--- config.mk ---
export PLATFORM = sky130hd
export DESIGN_NAME = pwm_fade_ctrl
export DESIGN_NICKNAME = d
export VERILOG_FILES = /design/src/rtl/pwm_pkg.sv /design/src/rtl/pwm_fade_lane.sv /design/src/rtl/pwm_fade_ctrl.sv
export SDC_FILE = /design/constraint.sdc
export NUM_CORES = 1
export LEC_CHECK = 0
export CORE_ASPECT_RATIO = 2
export CORE_UTILIZATION = 45
export CTS_BUF_LIST = sky130_fd_sc_hd__clkbuf_4 sky130_fd_sc_hd__clkbuf_8
export DETAILED_ROUTE_END_ITERATION = 10
export GPL_ROUTABILITY_DRIVEN = 1
export GPL_TIMING_DRIVEN = 0
export PLACE_DENSITY_LB_ADDON = 0.08
export SETUP_SLACK_MARGIN = 0.05
export SKIP_CTS_REPAIR_TIMING = 1
export SLEW_MARGIN = 0
export SYNTH_ARGS = -nofsm -noshare
export SYNTH_HDL_FRONTEND = slang
export SYNTH_SLANG_ARGS = --single-unit
--- constraint.sdc ---
create_clock -name clk -period 10.7 [get_ports clk]
set_input_delay 1.07 -clock clk [delete_from_list [all_inputs] [get_ports clk]]
set_output_delay 1.07 -clock clk [all_outputs]
set_load 0.005 [all_outputs]
--- src/rtl/pwm_pkg.sv ---
// pwm_pkg -- shared definitions for the PWM fade sequencer.
//   fade_state_t : sequencer FSM states
//   PWM_MAX_DUTY / PWM_DUTY_W : default full-scale duty and duty width
//   tri_fold()   : folds a phase in 0..2*max-1 into a triangle 0..max..0
package pwm_pkg;

  typedef enum logic [1:0] {
    IDLE      = 2'd0,
    WAIT_TICK = 2'd1,
    COMPUTE   = 2'd2,
    OFFER     = 2'd3
  } fade_state_t;

  localparam int PWM_MAX_DUTY = 100;
  localparam int PWM_DUTY_W   = 7;

  // Rising half maps straight through, falling half mirrors about max.
  function automatic int unsigned tri_fold(input int unsigned p, input int unsigned max);
    return (p <= max) ? p : (2 * max - p);
  endfunction

endpackage

--- src/rtl/pwm_fade_lane.sv ---
// pwm_fade_lane -- combinational per-channel duty from the master phase.
//   phase : master phase, 0..2*MAX_DUTY-1
//   duty  : folded duty for channel CH_IDX, 0..MAX_DUTY
// Channel phase is master phase plus CH_IDX*CH_OFFSET; the parameter
// constraint keeps the sum below 4*MAX_DUTY, so one subtract wraps it.
module pwm_fade_lane import pwm_pkg::*; #(
  parameter int DUTY_W    = PWM_DUTY_W,
  parameter int MAX_DUTY  = PWM_MAX_DUTY,
  parameter int CH_OFFSET = 25,
  parameter int CH_IDX    = 0,
  parameter int PH_W      = $clog2(2 * PWM_MAX_DUTY) + 1
) (
  input  logic [PH_W-1:0]   phase,
  output logic [DUTY_W-1:0] duty
);

  localparam int OFS     = CH_IDX * CH_OFFSET;
  localparam int TWO_MAX = 2 * MAX_DUTY;

  logic [PH_W:0] p_raw, p_ch;

  assign p_raw = {1'b0, phase} + (PH_W+1)'(OFS);
  assign p_ch  = (p_raw >= (PH_W+1)'(TWO_MAX)) ? p_raw - (PH_W+1)'(TWO_MAX) : p_raw;
  assign duty  = DUTY_W'(tri_fold(32'(p_ch), MAX_DUTY));

endmodule

--- src/rtl/pwm_fade_ctrl.sv ---
// pwm_fade_ctrl -- triangle-wave ("breathing") duty sequencer for a
// multi-channel PWM stage. The master phase advances once every
// HOLD_PERIODS PWM periods; each new duty vector is offered on a
// valid/ready handshake and held stable until accepted.
//   clk, rst_n   : clock, async active-low reset
//   enable       : run/halt; low forces IDLE but keeps phase and outputs
//   period_done  : PWM counter-wrap pulse
//   duty_ready   : PWM stage accepts duty_vec
//   duty_valid   : duty_vec carries an unaccepted vector
//   duty_vec     : channel i at [i*DUTY_W +: DUTY_W]
//   ramp_dir     : 1 while channel 0 is on its rising half
//   cycle_cnt    : (only with PWM_FADE_CYCLE_CNT_EN) saturating count of
//                  master phase wraps, cleared while enable=0
module pwm_fade_ctrl import pwm_pkg::*; #(
  parameter int NUM_CH       = 4,
  parameter int DUTY_W       = PWM_DUTY_W,
  parameter int MAX_DUTY     = PWM_MAX_DUTY,
  parameter int STEP         = 5,
  parameter int HOLD_PERIODS = 1,
  parameter int CH_OFFSET    = 25
) (
  input  logic                     clk,
  input  logic                     rst_n,
  input  logic                     enable,
  input  logic                     period_done,
  input  logic                     duty_ready,
  output logic                     duty_valid,
  output logic [NUM_CH*DUTY_W-1:0] duty_vec,
  output logic                     ramp_dir
`ifdef PWM_FADE_CYCLE_CNT_EN
  ,
  output logic [7:0]               cycle_cnt
`endif
);

  localparam int PH_W    = $clog2(2 * MAX_DUTY) + 1;
  localparam int HC_W    = (HOLD_PERIODS > 1) ? $clog2(HOLD_PERIODS) : 1;
  localparam int TWO_MAX = 2 * MAX_DUTY;

  fade_state_t state;
  logic [PH_W-1:0] phase;
  logic [HC_W-1:0] hold_cnt;

  // Phase advance with single conditional wrap (STEP <= MAX_DUTY).
  logic [PH_W:0]   phase_sum;
  logic            phase_wrap;
  logic [PH_W-1:0] phase_nxt;

  assign phase_sum  = {1'b0, phase} + (PH_W+1)'(STEP);
  assign phase_wrap = (phase_sum >= (PH_W+1)'(TWO_MAX));
  assign phase_nxt  = phase_wrap ? PH_W'(phase_sum - (PH_W+1)'(TWO_MAX))
                                 : phase_sum[PH_W-1:0];

  logic tick, advance;
  assign tick    = (state == WAIT_TICK) && period_done;
  assign advance = tick && (hold_cnt == HC_W'(HOLD_PERIODS - 1));

  // Lanes see the registered phase, which has already advanced by the
  // time the FSM sits in COMPUTE.
  logic [NUM_CH-1:0][DUTY_W-1:0] lane_duty;

  for (genvar i = 0; i < NUM_CH; i++) begin : g_lane
    pwm_fade_lane #(
      .DUTY_W    (DUTY_W),
      .MAX_DUTY  (MAX_DUTY),
      .CH_OFFSET (CH_OFFSET),
      .CH_IDX    (i),
      .PH_W      (PH_W)
    ) u_lane (
      .phase (phase),
      .duty  (lane_duty[i])
    );
  end

  always_ff @(posedge clk or negedge rst_n) begin
    if (!rst_n) begin
      state      <= IDLE;
      phase      <= '0;
      hold_cnt   <= '0;
      duty_vec   <= '0;
      duty_valid <= 1'b0;
      ramp_dir   <= 1'b1;
    end else if (!enable) begin
      // Halt abandons any handshake; phase and outputs are retained so
      // fading resumes where it stopped.
      state      <= IDLE;
      hold_cnt   <= '0;
      duty_valid <= 1'b0;
    end else begin
      case (state)
        IDLE: state <= WAIT_TICK;
        WAIT_TICK: begin
          if (advance) begin
            hold_cnt <= '0;
            phase    <= phase_nxt;
            state    <= COMPUTE;
          end else if (tick) begin
            hold_cnt <= hold_cnt + HC_W'(1);
          end
        end
        COMPUTE: begin
          duty_vec   <= lane_duty;
          ramp_dir   <= (phase < PH_W'(MAX_DUTY));
          duty_valid <= 1'b1;
          state      <= OFFER;
        end
        OFFER: begin
          if (duty_ready) begin
            duty_valid <= 1'b0;
            state      <= WAIT_TICK;
          end
        end
        default: state <= IDLE;
      endcase
    end
  end

`ifdef PWM_FADE_CYCLE_CNT_EN
  always_ff @(posedge clk or negedge rst_n) begin
    if (!rst_n)
      cycle_cnt <= '0;
    else if (!enable)
      cycle_cnt <= '0;
    else if (advance && phase_wrap && (cycle_cnt != 8'hFF))
      cycle_cnt <= cycle_cnt + 8'd1;
  end
`endif

endmodule
==> results.md <==
- Status: finished, final reports clean
- Fin crit share: 39.0%
- Tmin final: approximately 4.2 ns
- Max Cap Violations: 0
- Setup ws final: between 6 and 7 ns
- ANT cells: 0
- Post-Place Setup Slack: about 6.6 ns
- Most frequent cells in the layout: 63 x nand2_1, 40 x dfrtp_1, 33 x clkdlybuf4s50_1
- Row Count: 48
- Final setup TNS: 0 ns
- # IOs: 35
- Mux cell area share after synthesis: 2.90%
- Critical Path Start Type: flop
- Detail Route Antenna Nets: 0
- Clk pin slew, worst setup/hold paths: roughly 0.090 ns
- Final GP Congestion: between 0.8 and 0.9
- Synth Area in Compound Gates: 29.1%
- Die width: 68.8 um
- First-pass GRT wire length: 19.0 mm
- Vias in the first global route: 3,845
- Async SR Flop Fraction: 100%
- Final net count: 569
- Largest net degree at the start of global routing: 37
- Dominant synthesized flop cell: dfrtp_1
- Hold Crit Class: flop to flop
- R2R Path End: duty_vec[25]
- Worst setup startpoint: phase[0]
- Placed Area: 0.00450 mm^2
- Die area: 0.00933 mm^2
- Avg Cell Area, Syn: 8.03 um^2
- Clk sinks: 41
- TritonCTS Buffers: 5
- Yosys warns: 0
- Required @ worst endpoint: 10.90 ns
- Worst setup path class: flop to flop
- CTS H-tree lvls: 2
- Simple logic cell fraction of the synthesized area: 22.8%
- Area delta synth->final: 15.4%
- Area share of fa/ha/maj cells after synthesis: 6.86%
- Via count: 4,008
- Final Max Tran Viols: 0
- R2r startpoint: phase[0]
- Final Cell Area: 0.00463 mm^2
- GRT Total Usage: 27.4%
- Cell taking the most area after synthesis: dfrtp_1
- Multi-input logic area: 0.00280 mm^2
- Max transition margin: 54.9%
- Distinct cells, synth: 77
- Mapped Cells: 500
- Worst Hold End: duty_vec[26]
- DRT Pass-1 Iters: 5
- Xor and xnor area share after synthesis: 8.07%
- # fillers: ~890
- Hold Path Depth: 2
- Initial antenna violation count: 0
- IO Port Bufs: 34
- Clk root buf: clkbuf_8
- Largest family of logic cells by synthesized area: compound AO/OA/AOI/OAI gates
- Endpoints failing setup: 0
- Share of cells above drive strength 1: approximately 8.8%
- FF+latch area: approximately 0.0010 mm^2
- Vias per cell: 6.23
- Synth Net Count: 527
- HPWL after detailed placement: 9.12 mm
- CP Capture Type: flop
- Share of the synthesized area in the top cell type: 24.9%
- Worst reg-to-reg setup slack: around 6.5 ns
- Clk Latency, worst-skew pair: approximately 0.31 ns
- Tightest Pin Transition: 0.672 ns
- Die Y: 136 um
- Fmax: approximately 240 MHz
- CP max FO: 10
- Worst path arrival time: 4.37 ns
- Wire per inst: 18.3 um
- GR Overflow Total: 0
- CTS Buffer Depth: 2
- Initial core utilization: 46.4%
- DRC violations left: 0
- Cell Area, Synth: 0.00402 mm^2
- CTS tree: yes
- Number of synthesized flops with an enable pin: 0
- Register area share after synthesis: 25.6%
- Hold path start: duty_vec[26]
- Endpoints failing hold: 0
- Synthesized flop and latch total: 41
- Area contributors post-synth: dfrtp_1 25%, ha_1 6.9%, xnor2_1 6.5%
- Iteration-0 DRC count of the detailed router: 289
- Core area: 0.00865 mm^2
- Final WL: about 12 mm
- Commonest non-fill, non-tap cell in the layout: nand2_1
- FF-to-FF path depth: 14
- Worst Skew: 0.0105 ns
- RSZ-0062 raised after global routing: no
-- sequential cells by signal, indices dropped and copies added (netlist names) --
signal,flops
ramp_dir,1
hold_cnt,1
duty_vec,27
phase,9
state,2
duty_valid,1
-- area by class of cell --
cell class | count | share of cell area (%)
Timing Repair Buffer | 35 | 7.67
Multi-Input combinational cell | 416 | 60.4
Tap cell | 100 | 2.70
Sequential cell | 41 | 22.2
Inverter | 13 | 1.05
Buffer | 30 | 3.02
Clock inverter | 3 | 1.49
Clock buffer | 5 | 1.49
-- how the worst max path moves through the flow --
stage | to | slack (ns) | depth (start not counted)
CTS | duty_vec[25] | 6.58 | 14
floorplan | duty_vec[25] | 7.24 | 14
global placement | duty_vec[25] | 6.61 | 14
global route | duty_vec[25] | 6.32 | 14
detailed placement | duty_vec[25] | 6.61 | 14
finish | duty_vec[25] | 6.53 | 14
-- routing by layer --
metal  part of all wire, %  global-route usage (%)  vias to the layer above
met5                     0                       0                        -
met4                   4.5                    14.6                        0
met3                   3.6                    3.11                       41
met2                    54                    50.1                      135
met1                    38                    28.9                     1902
li1                      -                       -                     1930
-- synthesized netlist by cell type (9+ instances only) --
master    number
dfrtp_1       40
a21oi_1       31
o21ai_0       31
o21a_1        11
ha_1          22
nand3_1       21
o31ai_1       10
buf_2         13
nand2b_1       9
inv_1          9
xnor2_1       30
nor3_1        16
nand2_1       63
clkbuf_1      12
nor2_1        26
-- critical path: stages, from the launching register on --
cell      delay [ns]
dfrtp_1         0.39
buf_2           0.21
buf_2           0.29
clkinv_1        0.37
ha_1            0.37
nor2b_1         0.21
nor3_1          0.11
or2_2           0.32
ha_1            0.24
o21a_1          0.15
a2111o_1        0.38
o211a_1         0.27
a31oi_4         0.28
nor4_1          0.08
or3b_1          0.38
-- cell families after synthesis --
family | after synthesis
compound gates | 161
xor+xnor | 37
buf+inv | 43
fa+ha+maj | 22
flops | 41
simple gates | 185
mux | 11
-- metrics by stage --
stage | cells | hold WS, ns | utilization, %
final | 643 | 0.480 | 53.6
after detailed placement | 635 | 0.465 | 52.0
after global routing | 643 | 0.503 | 53.6
after global placement | 634 | 0.463 | 51.8
after CTS | 643 | 0.486 | 53.6
after floorplan | 500 | 0.458 | -
Power is not shown: default switching activity piles up to over one toggle a cycle in this logic, so the estimate is an artifact.
